File: src/rtl/ohsm.sv
// One-hot four-state step sequencer with a global step counter.
// A rising edge on start advances S1->S2->S3->S4->S1; corrupted state codes recover to S1.
module ohsm (
  input  logic       clk,
  input  logic       reset,
  input  logic       start,
  output logic [3:0] ValorEstado,
  output logic [3:0] SGlobal
);

  typedef enum logic [3:0] {
    S1 = 4'b0001,
    S2 = 4'b0010,
    S3 = 4'b0100,
    S4 = 4'b1000
  } state_e;

  // The state register is plain logic so that any 4-bit pattern, legal or not, can be represented.
  logic [3:0] state_q;
  logic [3:0] cnt_q;
  logic       start_q;
  logic       step_s;

  function automatic logic is_onehot(input logic [3:0] v);
    return (v != 4'd0) && ((v & (v - 4'd1)) == 4'd0);
  endfunction

  assign step_s = start & ~start_q;

  // Edge-detect register, state sequencing with illegal-code recovery, and step counter.
  always_ff @(posedge clk or negedge reset) begin
    if (!reset) begin
      start_q <= 1'b0;
      state_q <= S1;
      cnt_q   <= 4'd0;
    end else begin
      start_q <= start;
      if (!is_onehot(state_q)) begin
        state_q <= S1;
        cnt_q   <= cnt_q;
      end else if (step_s) begin
        cnt_q <= cnt_q + 4'd1;
        case (state_q)
          S1:      state_q <= S2;
          S2:      state_q <= S3;
          S3:      state_q <= S4;
          S4:      state_q <= S1;
          default: state_q <= S1;
        endcase
      end else begin
        state_q <= state_q;
        cnt_q   <= cnt_q;
      end
    end
  end

  assign ValorEstado = state_q;
  assign SGlobal     = cnt_q;

endmodule

File: config.mk
export PLATFORM = sky130hd
export DESIGN_NAME = ohsm
export DESIGN_NICKNAME = d
export VERILOG_FILES = /design/src/rtl/ohsm.sv
export SDC_FILE = /design/constraint.sdc
export NUM_CORES = 1
export LEC_CHECK = 0
export ABC_AREA = 1
export BUFFER_PORTS_ARGS = -buffer_cell sky130_fd_sc_hd__buf_2
export CAP_MARGIN = 20
export CORE_AREA = 10 10 47 49
export CTS_BUF_LIST = sky130_fd_sc_hd__clkbuf_2
export DETAILED_ROUTE_END_ITERATION = 10
export DIE_AREA = 0 0 57 59
export SYNTH_ARGS = -nofsm -noshare
export SYNTH_HDL_FRONTEND = slang
export SYNTH_SLANG_ARGS = --single-unit
File: constraint.sdc
create_clock -name clk -period 2.2 [get_ports clk]
set_input_delay 0.44 -clock clk [delete_from_list [all_inputs] [get_ports clk]]
set_output_delay 0.44 -clock clk [all_outputs]
set_load 0.01 [all_outputs]
## Word level (Yosys, flattened, before mapping)

Index checks and enable logic that the tools add are counted.

| word-level totals | value |
|---|---|
| register bits after elaboration | 9 |
| latch bits | 0 |
| RAM bits | 0 |
| memory bits (read-only) | 0 |
| bits of input ports | 3 |
| output and inout bits | 8 |
| word-level logic and storage cells | 19 |
| memories kept | 0 |

| operators by class | value |
|---|---|
| $add $sub $neg | 2 |
| multiply operators | 0 |
| divide/modulo/power cells | 0 |
| $lt $le $gt $ge | 0 |
| eq/ne operators | 4 |
| shifts and indexed selects | 0 |
| muxes and demuxes | 3 |
| bitwise operators | 3 |
| reductions and logical operators | 4 |

Operators by type and width:

| operator | count |
|---|---|
| case mux 4 bit (3 select lines) | 1 |
| two-way mux 4 bit | 2 |
| adder 4 x 1 -> 4 bit (second input constant) | 1 |
| bitwise AND 4 bit | 1 |
| == test 4 x 1 -> 1 bit (second input constant) | 1 |
| == test 4 x 2 -> 1 bit (second input constant) | 1 |
| == test 4 x 3 -> 1 bit (second input constant) | 1 |
| zero test 4 bit | 1 |
| nonzero test 4 bit | 1 |
| subtractor 4 x 1 -> 4 bit (second input constant) | 1 |
| inequality test 2 bit (second input constant) | 1 |
| AND reduction 2 bit | 1 |
| bitwise AND 1 bit | 1 |
| logical AND 1 bit | 1 |
| NOT 1 bit | 1 |

## Longest topological paths before layout

Gate-level depths: netlist of the first run.

| depth | value |
|---|---|
| depth in word-level cells | 5 |
| depth in mapped cells | 7 |
| mapped depth without buffers | 7 |

## Worst setup path before layout of the first run

No wires, ideal clock.

| timing | value |
|---|---|
| kind | flip-flop to flip-flop |
| start | reg state_q[0], in the netlist ValorEstado[0] |
| end | reg cnt_q[0], in the netlist SGlobal[0] |
| arrival time | 1.039 ns |
| setup slack | 1.044 ns |
| cell stages (with the launch flop) | 8 |
| path buffers | 0 |
| clock period less this slack | 1.156 ns |
| cells stage by stage | dfstp_2 inv_1 nand2_1 nand2_1 nand2_2 nand3_2 nand2_1 nand2_1 |

| between the ends | value |
|---|---|
| cells in the longest elaborated chain, start to end | 5 |

Ends and longest elaborated chain:

| element | line | RTL |
|---|---|---|
| start: declaration | 19 | `logic [3:0] state_q;` |
| start signal: assignment | 51 | `state_q <= state_q;` |
| subtractor 4 x 1 -> 4 bit | 25 | `return (v != 4'd0) && ((v & (v - 4'd1)) == 4'd0);` |
| bitwise AND 4 bit | 25 |  |
| zero test 4 bit | 25 |  |
| logical AND 1 bit (*) | 25 |  |
| AND reduction 2 bit (no source line) (*) | -- |  |
| end signal: assignment | 40 | `cnt_q <= cnt_q;` |
| end signal: assignment | 42 | `cnt_q <= cnt_q + 4'd1;` |
| end signal: assignment | 52 | `cnt_q <= cnt_q;` |
| end: declaration | 20 | `logic [3:0] cnt_q;` |

Mark *: on every way between the ends. The rest lies on a longest branch, timed or not.
A chain may end at the register's enable or synchronous reset.

## Worst setup path after layout of the first run

| timing | value |
|---|---|
| start | reg state_q[0], in the netlist ValorEstado[0] |
| end | out ValorEstado[0] |

RTL lines:

| element | line | RTL |
|---|---|---|
| end: declaration | 7 | `output logic [3:0] ValorEstado,` |

No word-level cell between the ends.

==> flow_summary_export.csv, run 1 <==
group,metric,value,unit
clock_tree,postCtsSetupBuffers,0,
detailed_routing,final_antenna_net_count,0,
worst_setup_path,crit_family,"flip-flops",
worst_setup_path,required,1760,ps
grt,grt_overflow,0,
timing,rsz0062_at_grt,"no",
clock_tree,cts.sinks,9,
worst_setup_path,end_kind,"primary output",
power_and_ir_drop,p_leak,0.355,nW
detailed_routing,vias,453,
synth,ys_warn_count,0,
synth,yosysMostFrequentCell,"nand2_1",
clock_tree,cts_tree,"built",
grt,grt_usage,0.0713,
timing,timing.slew.headroom,0.838,
clock_tree,ctsResizeCount,0,
final_layout,fin_nets,85,
outcome,outcome,"finished clean",
detailed_routing,drt-vias-per-instance,4.72,
detailed_routing,drc,0,
worst_setup_path,worst_path_max_delay_cell,"dfstp_2",
die,initial_core_util,0.377,
synth,syn_inst,66,
timing,period_needed,1390,ps
worst_setup_path,rrSetupSlack,1000,ps
synth,synthArstFlopShare,1.00,
synth,ys_ff_latch,9,
final_layout,diodes,0,
detailed_routing,first_pass_iters,4,
hold_path,worstHoldPathType,"primary input to async pin",
place,hpwl,830,um
worst_setup_path,crit_buf_inv,1,
detailed_routing,drt-wirelength-per-cell,11.0,um
grt,grt_pass1_wl,1890,um
worst_setup_path,path_class,"register to primary output",
final_layout,fin_cells,96,
die,die_h,59,um
clock_tree,clock_latency,250,ps
final_layout,final_cell_area,618,um^2
synth,netlist_area,528,um^2
place,io_buffers,10,
die,dieWidth,57,um
detailed_routing,finalWirelength,1060,um
final_layout,fillers,157,
worst_setup_path,reg2reg_to,"SGlobal[1]",
synth,synth_common_cells,"nand2_1 (22), nand3_1 (11), dfrtp_1 (8), inv_1 (7), nand4_1 (4)",
timing,tns,0,ps
worst_setup_path,r2r_start,"ValorEstado[0]",
synth,synth_edf_count,0,
place,dp.cells,92,
grt,grt_max_degree,10,
synth,synth.avg_cell_area,8.00,um^2
power_and_ir_drop,powerDensity,1210,nW/um^2
worst_setup_path,crit_chain,"buf_2",
die,coreArea,1400,um^2
worst_setup_path,worstPathArrival,950,ps
final_layout,multiInputGateArea,268,um^2
grt,grt_pass1_vias,430,
worst_setup_path,worst-path-stages,1,
grt,antenna_found_initial,0,
clock_tree,holdBufCountCts,0,
die,die_area,3360,um^2
final_layout,regArea,226,um^2
timing,finalHoldViolCount,0,
clock_tree,root_buffer,"clkbuf_2",
worst_setup_path,path_max_fanout,6,
worst_setup_path,cp-start-kind,"register",
final_layout,drive_above_1_share,0.313,
synth,synth_ff_type,"dfrtp_1",
clock_tree,cts_buffers,3,
synth,yosysTopAreaCellShare,0.379,
synth,yosysTopAreaCell,"dfrtp_1",
timing,fmax,720,MHz
timing,setup_violations,0,
place,place.gp.congestion,0.859,
synth,synthTopCellsByArea,"dfrtp_1 (38%), nand2_1 (16%), nand3_1 (10%), nand3_2 (5.7%), dfstp_2 (5.0%)",
place,place_area,598,um^2
timing,whs,26.0,ps
synth,synthDistinctLibCells,15,
synth,ys_seq_area_frac,0.429,
clock_tree,clk_pin_slew,90,ps
clock_tree,clockBufferDepth,2,
clock_tree,h-tree-depth,1,
timing,finClkSkew,10.1,ps
worst_setup_path,ff2ff_path_depth,7,
timing,maxSlewViolCount,0,
synth,syn-num-nets,70,
die,io_pins,11,
power_and_ir_drop,ir_drop,538,uV
detailed_routing,initialDrtViolationCount,17,
timing,tightest_slew,243,ps
die,rows,14,
job,drv_cap,0,
final_layout,area_growth,17.1,%
worst_setup_path,critical-path-max-stage-delay,570,ps
timing,finalCritPeriodShare,0.632,
## logic make-up (layout without fill, tap and decap cells)
logic type,Yosys count,in the layout,share of synthesized area
AND/OR/NAND/NOR,46,46,0.467
flip-flops,9,9,0.429
buffers and inverters,9,23,0.0640
adder cells (fa/ha/maj),1,1,0.0237
XOR/XNOR,1,1,0.0166
## where the power goes
group	internal, mW	switching [mW]	leakage (nW)	total, mW
Sequential	0.225	0.0677	0.115	0.292
Clock	0.0483	0.0562	0.0166	0.105
Combinational	0.129	0.223	0.223	0.352
## worst max-delay path by stage
stage / slack [ps] / endpoint / start
2_1_floorplan: 1040 / SGlobal[0] / ValorEstado[0]
3_3_place_gp: 1000 / SGlobal[1] / ValorEstado[0]
3_5_place_dp: 990 / SGlobal[1] / ValorEstado[0]
4_1_cts: 780 / ValorEstado[0] / ValorEstado[0]
5_1_grt: 720 / ValorEstado[0] / ValorEstado[0]
6_report: 810 / ValorEstado[0] / ValorEstado[0]
## stage by stage
step / utilization / power (mW) / setup slack [ps]
2_1_floorplan: - / 0.542 / 1040
3_3_place_gp: 0.427 / 0.653 / 1000
3_5_place_dp: 0.427 / 0.657 / 993
4_1_cts: 0.441 / 0.766 / 782
5_1_grt: 0.441 / 0.840 / 723
6_report: 0.441 / 0.748 / 810
## area by class of cell
| cell class | instances | share of cell area |
|---|---|---|
| multi-input combinational | 48 | 0.433 |
| timing repair buffer | 10 | 0.0810 |
| inverter | 9 | 0.0547 |
| clock buffer | 4 | 0.0324 |
| sequential | 9 | 0.366 |
| tap | 16 | 0.0324 |
## sequential cells by signal, indices dropped and copies added (netlist names)
register     cells
SGlobal          4
start_q          1
ValorEstado      4
## per-layer routing
metal,GRT usage,share of wire,up-vias
met2,0.102,0.48,7
met4,0.0201,0,0
li1,-,-,239
met1,0.0810,0.45,207
met5,0,0,-
met3,0.0536,0.075,0
## layout by cell type, fill, tap and decap left out, drive strengths merged
| cell type | n |
|---|---|
| nand3 | 14 |
| nand4 | 4 |
| clkbuf | 4 |
| xor2 | 1 |
| dfrtp | 8 |
| dfstp | 1 |
| inv | 9 |
| buf | 10 |
| nor2 | 3 |
| nand2 | 25 |
| ha | 1 |
Power figures use the tool's default switching activity.
==> run 2: changes to the inputs <==
==> constraint.sdc (replaced) <==
create_clock -name clk -period 1.2 [get_ports clk]
set_input_delay 0.24 -clock clk [delete_from_list [all_inputs] [get_ports clk]]
set_output_delay 0.24 -clock clk [all_outputs]
set_load 0.01 [all_outputs]
==> flow_summary_export.csv, run 2 (synthesized netlist as in run 1, its figures left out) <==
group,metric,value,unit
grt,grt_pass1_vias,477,
clock_tree,cts_buffers,3,
timing,setup_violations,1,
die,rows,14,
detailed_routing,initialDrtViolationCount,2,
final_layout,multiInputGateArea,323,um^2
clock_tree,cts.sinks,9,
grt,grt_pass1_wl,1990,um
clock_tree,cts_tree,"built",
grt,grt_usage,0.0736,
detailed_routing,vias,491,
worst_setup_path,crit_top_cell,"buf_6",
final_layout,fin_nets,90,
timing,finClkSkew,6.72,ps
place,place_area,606,um^2
worst_setup_path,worstPathArrival,980,ps
die,coreArea,1400,um^2
timing,tightest_slew,247,ps
timing,fin_ws,-15.2,ps
worst_setup_path,end_kind,"primary output",
die,die_area,3360,um^2
grt,grt_max_degree,10,
worst_setup_path,required,960,ps
worst_setup_path,worst_path_max_delay_cell,"dfstp_2",
detailed_routing,drt-wirelength-per-cell,12.4,um
grt,antenna_found_initial,0,
outcome,violations,"setup timing",
timing,fmax,823,MHz
timing,finalHoldViolCount,0,
final_layout,layout_commonest_cell,"nand2_1",
timing,period_needed,1220,ps
clock_tree,clock_latency,240,ps
final_layout,area_growth,37.4,%
clock_tree,clk_pin_slew,80,ps
final_layout,fin_cells,101,
timing,whs,120,ps
die,io_pins,11,
worst_setup_path,path_class,"register to primary output",
power_and_ir_drop,ir_drop,1060,uV
grt,grt_overflow,0,
final_layout,postLayoutCoreUtil,0.518,
detailed_routing,drc,0,
power_and_ir_drop,powerDensity,2310,nW/um^2
worst_setup_path,crit_chain,"buf_6 > buf_6",
final_layout,regArea,229,um^2
die,initial_core_util,0.377,
detailed_routing,final_antenna_net_count,0,
final_layout,fillers,155,
place,place.gp.congestion,0.837,
timing,finalCritPeriodShare,1.01,
worst_setup_path,crit_family,"flip-flops",
place,dp_slack,11.2,ps
worst_setup_path,critical-path-max-stage-delay,550,ps
final_layout,final_cell_mix,"nand2_1 (16), buf_2 (9), nand2_2 (8)",
worst_setup_path,path_max_fanout,3,
die,die_h,59,um
timing,rsz0062_at_grt,"yes",
timing,maxSlewViolCount,0,
final_layout,final_cell_area,726,um^2
hold_path,worstHoldPathType,"primary input to register",
timing,timing.slew.headroom,0.836,
detailed_routing,finalWirelength,1250,um
die,dieWidth,57,um
place,dp.cells,93,
clock_tree,h-tree-depth,1,
power_and_ir_drop,p_total,1.67,mW
place,io_buffers,10,
detailed_routing,drt-vias-per-instance,4.86,
place,hpwl,838,um
clock_tree,root_buffer,"clkbuf_2",
power_and_ir_drop,p_leak,0.385,nW
final_layout,drive_above_1_share,0.506,
worst_setup_path,cp-start-kind,"register",
outcome,outcome,"finished, violations left",
final_layout,diodes,0,
worst_setup_path,crit_buf_inv,2,
detailed_routing,first_pass_iters,4,
timing,tns,-15.2,ps
job,drv_cap,0,
clock_tree,clockBufferDepth,2,
==> run 2: worst paths after layout <==
| check | cells after the start | slack (ps) | startpoint | end |
|---|---|---|---|---|
| min in group asynchronous | 2 | 360 | reset | SGlobal[3] |
| hold / removal | 1 | 120 | start | start_q |
| hold reg to reg | 2 | 560 | SGlobal[3] | SGlobal[3] |
| setup reg to reg | 6 | 0 | ValorEstado[0] | SGlobal[1] |
| max in group asynchronous | 2 | 580 | reset | ValorEstado[0] |
| setup / recovery | 2 | -20 | ValorEstado[0] | ValorEstado[0] |
==> run 2: report_power, final <==
group / switching (mW) / leakage, nW / internal, mW
logic: 0.537 / 0.256 / 0.399
registers: 0.139 / 0.112 / 0.413
clock network: 0.0972 / 0.0166 / 0.0886
==> run 2: worst register-to-register path, stage by stage, from the launching register on <==
cell and delay [ps]:
dfstp_2 550, buf_4 120, nand2_2 70, nand3_2 110, nand2_4 100, nand3_1 80
nand2_1 50
==> run 2: repair_timing <==
action                                 in CTS  in global routing
setup endpoints to repair                   4                  9
endpoints found under the hold margin       8                  0
resized for setup                           2                 16
setup buffers                               2                  1
pin swaps                                   0                  5
cloned                                      0                  0
hold buffers                                1                  0
==> run 2: layout make-up <==
cell class / count / area share
tap: 16 / 0.0276
inverter: 9 / 0.0466
clock buffer: 4 / 0.0276
sequential: 9 / 0.316
timing repair buffer: 15 / 0.138
multi-input combinational: 48 / 0.445
==> run 2: layer usage <==
layer	routed length, um	part of all wire	GRT usage	vias to the layer above
met5	0	0	0	-
met4	10	0.0080	0.0302	0
met3	74	0.059	0.0451	2
met2	678	0.54	0.116	9
met1	487	0.39	0.0778	230
li1	-	-	-	250
==> run 3: changes to the inputs <==
--- a/config.mk
+++ b/config.mk
@@ -6,12 +6,13 @@
 export NUM_CORES = 1
 export LEC_CHECK = 0
 export ABC_AREA = 1
-export BUFFER_PORTS_ARGS = -buffer_cell sky130_fd_sc_hd__buf_2
 export CAP_MARGIN = 20
 export CORE_AREA = 10 10 47 49
 export CTS_BUF_LIST = sky130_fd_sc_hd__clkbuf_2
 export DETAILED_ROUTE_END_ITERATION = 10
 export DIE_AREA = 0 0 57 59
+export DONT_BUFFER_PORTS = 1
+export PLACE_DENSITY_LB_ADDON = 0.3
 export SYNTH_ARGS = -nofsm -noshare
 export SYNTH_HDL_FRONTEND = slang
 export SYNTH_SLANG_ARGS = --single-unit
==> flow_summary_export.csv, run 3 (synthesized netlist as in run 1, its figures left out) <==
group,metric,value,unit
outcome,outcome,"finished, violations left",
outcome,violations,"setup timing",
grt,grt_overflow,0,
worst_setup_path,worst-path-stages,1,
power_and_ir_drop,clkPwrFrac,0.133,
clock_tree,cts_tree,"built",
clock_tree,clock_latency,260,ps
hold_path,hp-start,"start",
worst_setup_path,path_class,"register to primary output",
power_and_ir_drop,internal-power,0.801,mW
power_and_ir_drop,swShare,0.471,
detailed_routing,vias,495,
final_layout,regArea,226,um^2
place,hpwl,883,um
timing,fmax,830,MHz
timing,finalCritPeriodShare,1.00,
timing,setup_violations,1,
detailed_routing,first_pass_iters,6,
grt,grt_usage,0.0754,
final_layout,area_growth,25.4,%
power_and_ir_drop,p_total,1.52,mW
final_layout,fillers,144,
worst_setup_path,startpoint,"ValorEstado[0]",
final_layout,postLayoutCoreUtil,0.472,
power_and_ir_drop,ir_drop,1360,uV
die,initial_core_util,0.377,
power_and_ir_drop,seq_power_share,0.357,
timing,maxSlewViolCount,0,
worst_setup_path,crit_chain,"buf_6",
worst_setup_path,critical-path-max-stage-delay,590,ps
place,place.gp.congestion,0.912,
timing,rsz0062_at_grt,"yes",
hold_path,hold_end,"ValorEstado[3]",
detailed_routing,final_antenna_net_count,0,
hold_path,whs_path_depth,4,
worst_setup_path,ff2ff_path_depth,7,
timing,fin_ws,-4.93,ps
clock_tree,root_buffer,"clkbuf_2",
place,io_buffers,0,
detailed_routing,drt-wirelength-per-cell,12.8,um
detailed_routing,finalWirelength,1200,um
final_layout,final_cell_area,662,um^2
final_layout,drive_above_1_share,0.346,
clock_tree,clockBufferDepth,2,
worst_setup_path,worst_path_max_delay_cell,"dfstp_2",
place,dp_slack,-3.82,ps
power_and_ir_drop,p_leak,0.350,nW
worst_setup_path,reg2reg_to,"SGlobal[1]",
worst_setup_path,required,960,ps
clock_tree,clk_pin_slew,100,ps
final_layout,fin_nets,83,
final_layout,final_cell_mix,"nand2_1 (17), nand3_1 (11), dfrtp_1 (8)",
final_layout,diodes,0,
worst_setup_path,worstPathArrival,960,ps
final_layout,fin_cells,94,
timing,whs,319,ps
timing,tns,-4.93,ps
die,die_h,59,um
timing,finalHoldViolCount,0,
worst_setup_path,cp-start-kind,"register",
grt,grt_pass1_vias,454,
place,place_area,593,um^2
power_and_ir_drop,p_sw,0.715,mW
timing,tightest_slew,442,ps
worst_setup_path,r2r_start,"ValorEstado[0]",
die,coreArea,1400,um^2
worst_setup_path,crit_family,"flip-flops",
grt,antenna_found_initial,0,
power_and_ir_drop,power_frac_comb,0.510,
detailed_routing,drc,0,
worst_setup_path,crit_buf_inv,1,
power_and_ir_drop,powerDensity,2290,nW/um^2
timing,period_needed,1200,ps
clock_tree,cts_buffers,3,
detailed_routing,initialDrtViolationCount,11,
timing,finClkSkew,8.16,ps
grt,grt_max_degree,10,
clock_tree,cts.sinks,9,
worst_setup_path,rrSetupSlack,20,ps
final_layout,multiInputGateArea,293,um^2
detailed_routing,drt-vias-per-instance,5.27,
place,dp.cells,88,
clock_tree,h-tree-depth,1,
clock_tree,postCtsSetupBuffers,0,
die,dieWidth,57,um
worst_setup_path,end_kind,"primary output",
timing,timing.slew.headroom,0.705,
die,die_area,3360,um^2
die,rows,14,
grt,grt_pass1_wl,2040,um
hold_path,worstHoldPathType,"primary input to register",
worst_setup_path,path_max_fanout,6,
final_layout,layout_commonest_cell,"nand2_1",
job,drv_cap,0,
die,io_pins,11,
-- run 3: changes by cell type in the layout (fill, tap and decap cells not counted), moves of 2 or more --
cell and change:
buf_2 -9, nand3_1 +5, nand3_2 -5, buf_4 +2
dfrtp_1 +2, dfrtp_2 -2, nand2_2 -2
-- run 3: final cells by class --
class,count,area share
Multi-Input combinational cell,48,0.442
Sequential cell,9,0.342
Timing Repair Buffer,8,0.104
Inverter,9,0.0510
Clock buffer,4,0.0302
Tap cell,16,0.0302
-- run 3: worst max path at each step --
stage | to | slack, ps
4_1_cts | ValorEstado[0] | -0.05
5_1_grt | SGlobal[1] | -80
3_5_place_dp | SGlobal[2] | -4
3_3_place_gp | SGlobal[3] | 40
6_report | ValorEstado[0] | -5
2_1_floorplan | SGlobal[0] | 40
-- run 3: power by group through the flow --
stage                     Sequential (mW)  Clock, mW  Combinational, mW
after floorplan                     0.573          0              0.421
after global placement              0.534          0              0.676
after detailed placement            0.538          0              0.678
after CTS                           0.535      0.205              0.711
after global routing                0.561      0.223              0.886
final                               0.541      0.202              0.773
-- run 3: timing repair --
action | 4_1_cts | 5_1_grt
endpoints found under the hold margin | 9 | 1
pin swaps | 0 | 2
gates resized for setup | 2 | 7
hold buffers | 1 | 1
endpoints found under the setup margin | 4 | 9
-- run 3: per-layer routing --
layer / vias to the layer above / track usage / wire [um]
met5: - / 0 / 0
met4: 0 / 0.0201 / 8
met3: 3 / 0.0622 / 168
met2: 25 / 0.115 / 556
met1: 229 / 0.0779 / 471
li1: 238 / - / -
